## src/rtl/fixed_pkg.sv

```systemverilog
// Shared fixed-point domain types and constants for the float16 accumulate path.
// Two's complement words use a symmetric range; the most negative code is never produced.
package fixed_pkg;
    localparam int FIXED_W = 43;

    typedef logic signed [FIXED_W-1:0] fixed_t;

    localparam fixed_t FIXED_MAX     = {1'b0, {(FIXED_W-1){1'b1}}};
    localparam fixed_t FIXED_MIN_SYM = {1'b1, {(FIXED_W-2){1'b0}}, 1'b1};
    localparam fixed_t FIXED_MIN_RAW = {1'b1, {(FIXED_W-1){1'b0}}};

    typedef enum logic [0:0] {
        IDLE  = 1'b0,
        ACCUM = 1'b1
    } acc_state_t;
endpackage

```

## src/rtl/fixed_accumulator_if.sv

```systemverilog
// Beat-in / result-out bundle of the fixed accumulator.
// Optional out_ovf present when FIXED_ACC_OVF_FLAG_EN is defined.
interface fixed_accumulator_if #(
    parameter int CNT_W = 9
);
    import fixed_pkg::*;

    logic             in_valid;
    logic             in_ready;
    fixed_t           in_data;
    logic             in_last;
    logic             out_valid;
    logic             out_ready;
    fixed_t           out_data;
    logic [CNT_W-1:0] out_count;
`ifdef FIXED_ACC_OVF_FLAG_EN
    logic             out_ovf;

    modport master (
        output in_valid, in_data, in_last, out_ready,
        input  in_ready, out_valid, out_data, out_count, out_ovf
    );
    modport slave (
        input  in_valid, in_data, in_last, out_ready,
        output in_ready, out_valid, out_data, out_count, out_ovf
    );
`else
    modport master (
        output in_valid, in_data, in_last, out_ready,
        input  in_ready, out_valid, out_data, out_count
    );
    modport slave (
        input  in_valid, in_data, in_last, out_ready,
        output in_ready, out_valid, out_data, out_count
    );
`endif
endinterface

```

## src/rtl/fixed_sat_add.sv

```systemverilog
// Combinational saturating adder for the symmetric fixed-point domain.
// ovf flags any clamped operand or clipped sum.
module fixed_sat_add
    import fixed_pkg::*;
(
    input  fixed_t a,
    input  fixed_t b,
    output fixed_t sum,
    output logic   ovf
);
    typedef logic signed [FIXED_W:0] wide_t;

    function automatic fixed_t clamp_in(input fixed_t v);
        return (v == FIXED_MIN_RAW) ? FIXED_MIN_SYM : v;
    endfunction

    // Clipping on the full-width sum also catches a result of exactly -2**(FIXED_W-1)
    function automatic fixed_t sat_clip(input wide_t w);
        if (w > wide_t'(FIXED_MAX))
            return FIXED_MAX;
        else if (w < wide_t'(FIXED_MIN_SYM))
            return FIXED_MIN_SYM;
        else
            return fixed_t'(w);
    endfunction

    fixed_t a_c;
    fixed_t b_c;
    wide_t  wide;

    always_comb begin
        a_c  = clamp_in(a);
        b_c  = clamp_in(b);
        wide = wide_t'(a_c) + wide_t'(b_c);
        sum  = sat_clip(wide);
        ovf  = (a != a_c) | (b != b_c) | (wide != wide_t'(sum));
    end
endmodule

```

## src/rtl/fixed_accumulator.sv

```systemverilog
// Saturating signed accumulator: sums a group of fixed-point beats and emits one result per group.
// Define FIXED_ACC_OVF_FLAG_EN to add the per-group saturation flag out_ovf.
module fixed_accumulator
    import fixed_pkg::*;
#(
    parameter int MAX_BEATS = 256,
    parameter int CNT_W     = 9
) (
    input  logic                clk,
    input  logic                reset,
    fixed_accumulator_if.slave  bus
);
    acc_state_t       state;
    acc_state_t       state_nxt;
    fixed_t           acc;
    fixed_t           add_b;
    fixed_t           sum;
    logic             add_ovf;
    logic [CNT_W-1:0] beat_cnt;
    logic [CNT_W-1:0] cnt_inc;
    logic             beat;
    logic             close;
    logic             first_beat;
    logic             out_valid_r;
    fixed_t           out_data_r;
    logic [CNT_W-1:0] out_count_r;

    // Result register frees in the same cycle it is consumed
    assign bus.in_ready  = ~out_valid_r | bus.out_ready;
    assign bus.out_valid = out_valid_r;
    assign bus.out_data  = out_data_r;
    assign bus.out_count = out_count_r;

    assign beat    = bus.in_valid & bus.in_ready;
    assign cnt_inc = beat_cnt + CNT_W'(1);
    assign close   = bus.in_last | (cnt_inc == CNT_W'(MAX_BEATS));

    always_ff @(posedge clk or posedge reset) begin
        if (reset)
            state <= IDLE;
        else
            state <= state_nxt;
    end

    always_comb begin
        state_nxt = state;
        if (beat)
            state_nxt = close ? IDLE : ACCUM;
    end

    always_comb begin
        first_beat = (state == IDLE);
        add_b      = first_beat ? '0 : acc;
    end

    fixed_sat_add u_sat_add (
        .a   (bus.in_data),
        .b   (add_b),
        .sum (sum),
        .ovf (add_ovf)
    );

    // Accumulate stage / result register boundary
    always_ff @(posedge clk or posedge reset) begin
        if (reset) begin
            acc         <= '0;
            beat_cnt    <= '0;
            out_valid_r <= 1'b0;
            out_data_r  <= '0;
            out_count_r <= '0;
        end else begin
            if (out_valid_r & bus.out_ready)
                out_valid_r <= 1'b0;
            if (beat) begin
                if (close) begin
                    out_valid_r <= 1'b1;
                    out_data_r  <= sum;
                    out_count_r <= cnt_inc;
                    acc         <= '0;
                    beat_cnt    <= '0;
                end else begin
                    acc         <= sum;
                    beat_cnt    <= cnt_inc;
                end
            end
        end
    end

`ifdef FIXED_ACC_OVF_FLAG_EN
    logic grp_ovf;
    logic out_ovf_r;

    assign bus.out_ovf = out_ovf_r;

    always_ff @(posedge clk or posedge reset) begin
        if (reset) begin
            grp_ovf   <= 1'b0;
            out_ovf_r <= 1'b0;
        end else if (beat) begin
            if (close) begin
                grp_ovf   <= 1'b0;
                out_ovf_r <= grp_ovf | add_ovf;
            end else begin
                grp_ovf   <= grp_ovf | add_ovf;
            end
        end
    end
`else
    logic ovf_unused;
    assign ovf_unused = add_ovf;
`endif
endmodule

```

## src/flat_wrapper.sv

```systemverilog
// flat-port wrapper written by rule: the top's interface ports become plain ports
module fixed_accumulator_flat import fixed_pkg::*;
#(
    parameter int MAX_BEATS = 256,
    parameter int CNT_W     = 9
)
  (clk, reset, bus_in_valid, bus_in_data, bus_in_last, bus_out_ready, bus_in_ready, bus_out_valid, bus_out_data, bus_out_count);
  fixed_accumulator_if #(.CNT_W(CNT_W)) bus_i ();
  input  logic clk;
  input  logic reset;
  input wire logic [$bits(bus_i.in_valid)-1:0] bus_in_valid;
  input wire logic [$bits(bus_i.in_data)-1:0] bus_in_data;
  input wire logic [$bits(bus_i.in_last)-1:0] bus_in_last;
  input wire logic [$bits(bus_i.out_ready)-1:0] bus_out_ready;
  output wire logic [$bits(bus_i.in_ready)-1:0] bus_in_ready;
  output wire logic [$bits(bus_i.out_valid)-1:0] bus_out_valid;
  output wire logic [$bits(bus_i.out_data)-1:0] bus_out_data;
  output wire logic [$bits(bus_i.out_count)-1:0] bus_out_count;
  assign bus_i.in_valid = bus_in_valid;
  assign bus_i.in_data = bus_in_data;
  assign bus_i.in_last = bus_in_last;
  assign bus_i.out_ready = bus_out_ready;
  assign bus_in_ready = bus_i.in_ready;
  assign bus_out_valid = bus_i.out_valid;
  assign bus_out_data = bus_i.out_data;
  assign bus_out_count = bus_i.out_count;
  fixed_accumulator #(.MAX_BEATS(MAX_BEATS), .CNT_W(CNT_W)) u_core (.clk(clk), .reset(reset), .bus(bus_i));
endmodule
```

## config.mk

```make
export PLATFORM = sky130hd
export DESIGN_NAME = fixed_accumulator_flat
export DESIGN_NICKNAME = d
export VERILOG_FILES = /design/src/rtl/fixed_pkg.sv /design/src/rtl/fixed_accumulator_if.sv /design/src/rtl/fixed_sat_add.sv /design/src/rtl/fixed_accumulator.sv /design/src/flat_wrapper.sv
export SDC_FILE = /design/constraint.sdc
export NUM_CORES = 1
export LEC_CHECK = 0
export ABC_AREA = 1
export CELL_PAD_IN_SITES_DETAIL_PLACEMENT = 1
export CELL_PAD_IN_SITES_GLOBAL_PLACEMENT = 1
export CORE_MARGIN = 2
export CORE_UTILIZATION = 40
export CTS_CLUSTER_DIAMETER = 50
export CTS_CLUSTER_SIZE = 12
export DETAILED_ROUTE_END_ITERATION = 10
export GPL_TIMING_DRIVEN = 0
export PLACE_DENSITY_LB_ADDON = 0.1
export SLEW_MARGIN = 20
export SYNTH_ARGS = -nofsm -noshare
export SYNTH_HDL_FRONTEND = slang
export SYNTH_SLANG_ARGS = --single-unit
```

## constraint.sdc

```tcl
create_clock -name clk -period 5.3 [get_ports clk]
set_clock_uncertainty 0.15 [all_clocks]
set_input_delay 1.06 -clock clk [delete_from_list [all_inputs] [get_ports clk]]
set_output_delay 1.06 -clock clk [all_outputs]
set_load 0.01 [all_outputs]
```

==> run metrics <==
global route hottest layer=met2; Synth area leader=dfrtp_1; Antenna Cells=0; Tmin final=5.11 ns; Synth Register Bits=106; Worst Hold Class=reg -> reg; net switching power=1.65 mW; Max Fclk=0.196 GHz; Cell Count, Final, Fillers Out=1864; design internal power=2.10 mW; Top FF cell, synth=dfrtp_1; WL/cell=16.3 um; pwr dens=353 nW/um^2; Die Ht=153 um; crit start category=primary input; Num CTS Buffers=9; routability cong.=0.871; number of fill cells=3016; GR Layer Usage met3=3.20%; Synth top cells by count=nand2_1 (644), inv_1 (217), dfrtp_1 (106); Clock Path Buffers=2; clk sinks=106; Multi-input gate area=5130 sq um; final setup vio count=0; Fin Setup TNS=0 ns; library cells used by synthesis=37; most frequent cell after synthesis=nand2_1; synthesized area per cell=6.05 sq um; Design Power=3.75 mW; Routed Antenna Nets=0; top cell type's share of synthesized area=29.9%; max_cap viols=0; DR vias/cell=4.94; final hold vios=0; Comb pwr share=51.4%; met2 Usage GRT=43.1%; fin area=10600 sq um; Worst EP required=5.39 ns; detailed-placement wirelength estimate=25500 um; measured slew at the worst slew-check pin=0.681 ns; share of post-route cells with drive strength above 1=8.02%; RSZ-0062 raised after global routing=no; clk_lat worst skew=0.36 ns; Cell Area, Synth=8870 sq um; 1st-pass router iterations=5; Cells after Synth=1466; sequential share of power=31.5%; ranking of synthesized cells by area=dfrtp_1 (30%), nand2_1 (27%), inv_1 (9.2%), ha_1 (6.3%), nand2_2 (4.6%); FF/Latch Area=2650 sq um; largest net degree at the start of global routing=66; total wire length=30400 um; count of nets after finishing=1673; sequential area share after synthesis=29.9%; Die ar.=23400 sq um; synthesis-to-layout area growth=19.8%; outcome=finished clean; Overflow after GRT=0; clock root cell=clkbuf_16; Crit Path Class=in -> reg; Total GRT Usage=26.3%; IO Count=102; Placed Cells=1848; clock network power share=17.1%; Placed Area=10300 sq um; # port buffers=101; iteration-0 DRC count of the detailed router=443; row cnt=54; WHS=0.336 ns; Core ar.=21800 sq um; post-synthesis net count=1560; crit end category=flip-flop; pins over their slew limit=0; Leakage=6.18 nW; grt met1 use=37.9%; DR DRC count=0; H-tree levels=3; CP max FO=10; peak supply drop=0.000223 V; clk slew on worst S/H paths=0.07 ns; Die Width=153 um; critical path data arrival time=5.20 ns; CTS tree=done; vias in the first global route=9587; first-pass GRT wire length=49700 um; initial antenna violation count=0; Ys Warns=0; FFs w/ async S/R, synth=100%; switching power share of the total=44.1%; EDFF count, synth=0; Initial Util=40.6%; ratio of final minimum period to clock period=96.4%; Slew HR=54.2%; Vias=9205
final cells by class:
type | count | share of cell area, %
Tap cell | 280 | 3.30
Clock buffer | 9 | 2.12
Clock inverter | 7 | 0.483
Sequential cell | 106 | 25.0
Buffer | 74 | 3.26
Multi-Input combinational cell | 1066 | 48.3
Inverter | 219 | 7.78
Timing Repair Buffer | 103 | 9.84
cells by family (layout without fill, tap and decap cells):
family                   after synthesis  count (layout)  share of synthesized area [%]
AND/OR/NAND/NOR                      924             924                           43.9
flip-flops                           106             106                           29.9
AO/OA/AOI/OAI                         84              84                           5.18
XOR/XNOR                              12              12                           1.27
buffers and inverters                294             412                           13.1
adder cells (fa/ha/maj)               46              46                           6.57
flip-flops by register name (all words and copies together) (netlist names):
| name | cells |
|---|---|
| u_core.acc | 43 |
| u_core.bus.out_data | 43 |
| u_core.beat_cnt | 9 |
| u_core.bus.out_count | 9 |
| u_core.bus.out_valid | 1 |
| u_core.state | 1 |
timing repair:
item / in CTS / in global routing
resized for setup: 10 / 8
setup endpoints to repair: 84 / 82
pin swaps: 2 / 3
setup buffers: 1 / 0
hold buffers: 0 / 0
path summary, 6_finish.rpt:
path	start	depth (start not counted)	slack (ns)	endpoint
max	bus_in_data[33]	25	0.19	u_core.bus.out_data[10]
min	u_core.bus.out_data[6]	2	0.34	u_core.bus.out_data[6]
max reg2reg	u_core.state	26	0.32	u_core.bus.out_data[10]
min reg2reg	u_core.bus.out_data[6]	2	0.34	u_core.bus.out_data[6]
max in group asynchronous	reset	3	3.41	u_core.beat_cnt[3]
min in group asynchronous	reset	2	0.94	u_core.bus.out_data[15]
cell usage in the layout (no fill, tap or decap), types with 3 or more instances in the layout:
cell             count
nand3b_1             6
clkbuf_1            55
nand4_1             27
nor3_1               6
ha_1                44
o21ai_0             25
o21bai_1             7
buf_2                8
inv_6                4
nand2_1            642
nor4_1              10
nand2_2             67
nor2_2               4
inv_1              216
clkdlybuf4s50_1    101
clkbuf_16            9
o22ai_1              6
a21oi_1             41
nor2_1              87
dfrtp_1            106
nand3_1             60
xor2_1              11
buf_6                6
buf_4                3
through the flow:
step / worst slack, ns / util (%)
final: 0.190 / 48.7
after floorplan: 1.16 / -
after global placement: -0.598 / 46.9
after detailed placement: -0.610 / 47.0
after global routing: 0.0131 / 48.7
after CTS: 0.00867 / 48.6
worst max-delay path, stage by stage:
cell and delay [ns]:
clkdlybuf4s50_1 0.44, nor4_2 0.29, nand4_1 0.27, nor3_2 0.28, or2_2 0.15, ha_2 0.17
fa_1 0.46, or2_2 0.32, nor2_1 0.11, nand3_1 0.07, nor2_1 0.10, nand2_1 0.07
nor2_1 0.12, nand3_1 0.13, nor2_2 0.18, nand3_1 0.09, nor2_1 0.12, nand3_1 0.10
nand2_2 0.08, nand2_4 0.09, buf_6 0.17, nand2_2 0.07, nand2_1 0.09, nand2_1 0.09
nand2_1 0.06
per-layer routing:
metal / up-vias / wire length [um]
met2: 166 / 13800
met4: 0 / 310
met3: 23 / 1150
met5: - / 0
li1: 4667 / -
met1: 4349 / 15200
power groups by stage:
stage               combinational [mW]  sequential [mW]  clock (mW)
finish                            1.93             1.18       0.640
global route                      2.16             1.21       0.680
CTS                               1.94             1.18       0.651
detailed placement                1.89             1.19           0
global placement                  1.84             1.18           0
floorplan                         1.11             1.22           0
(Power assumes the default switching activity.)
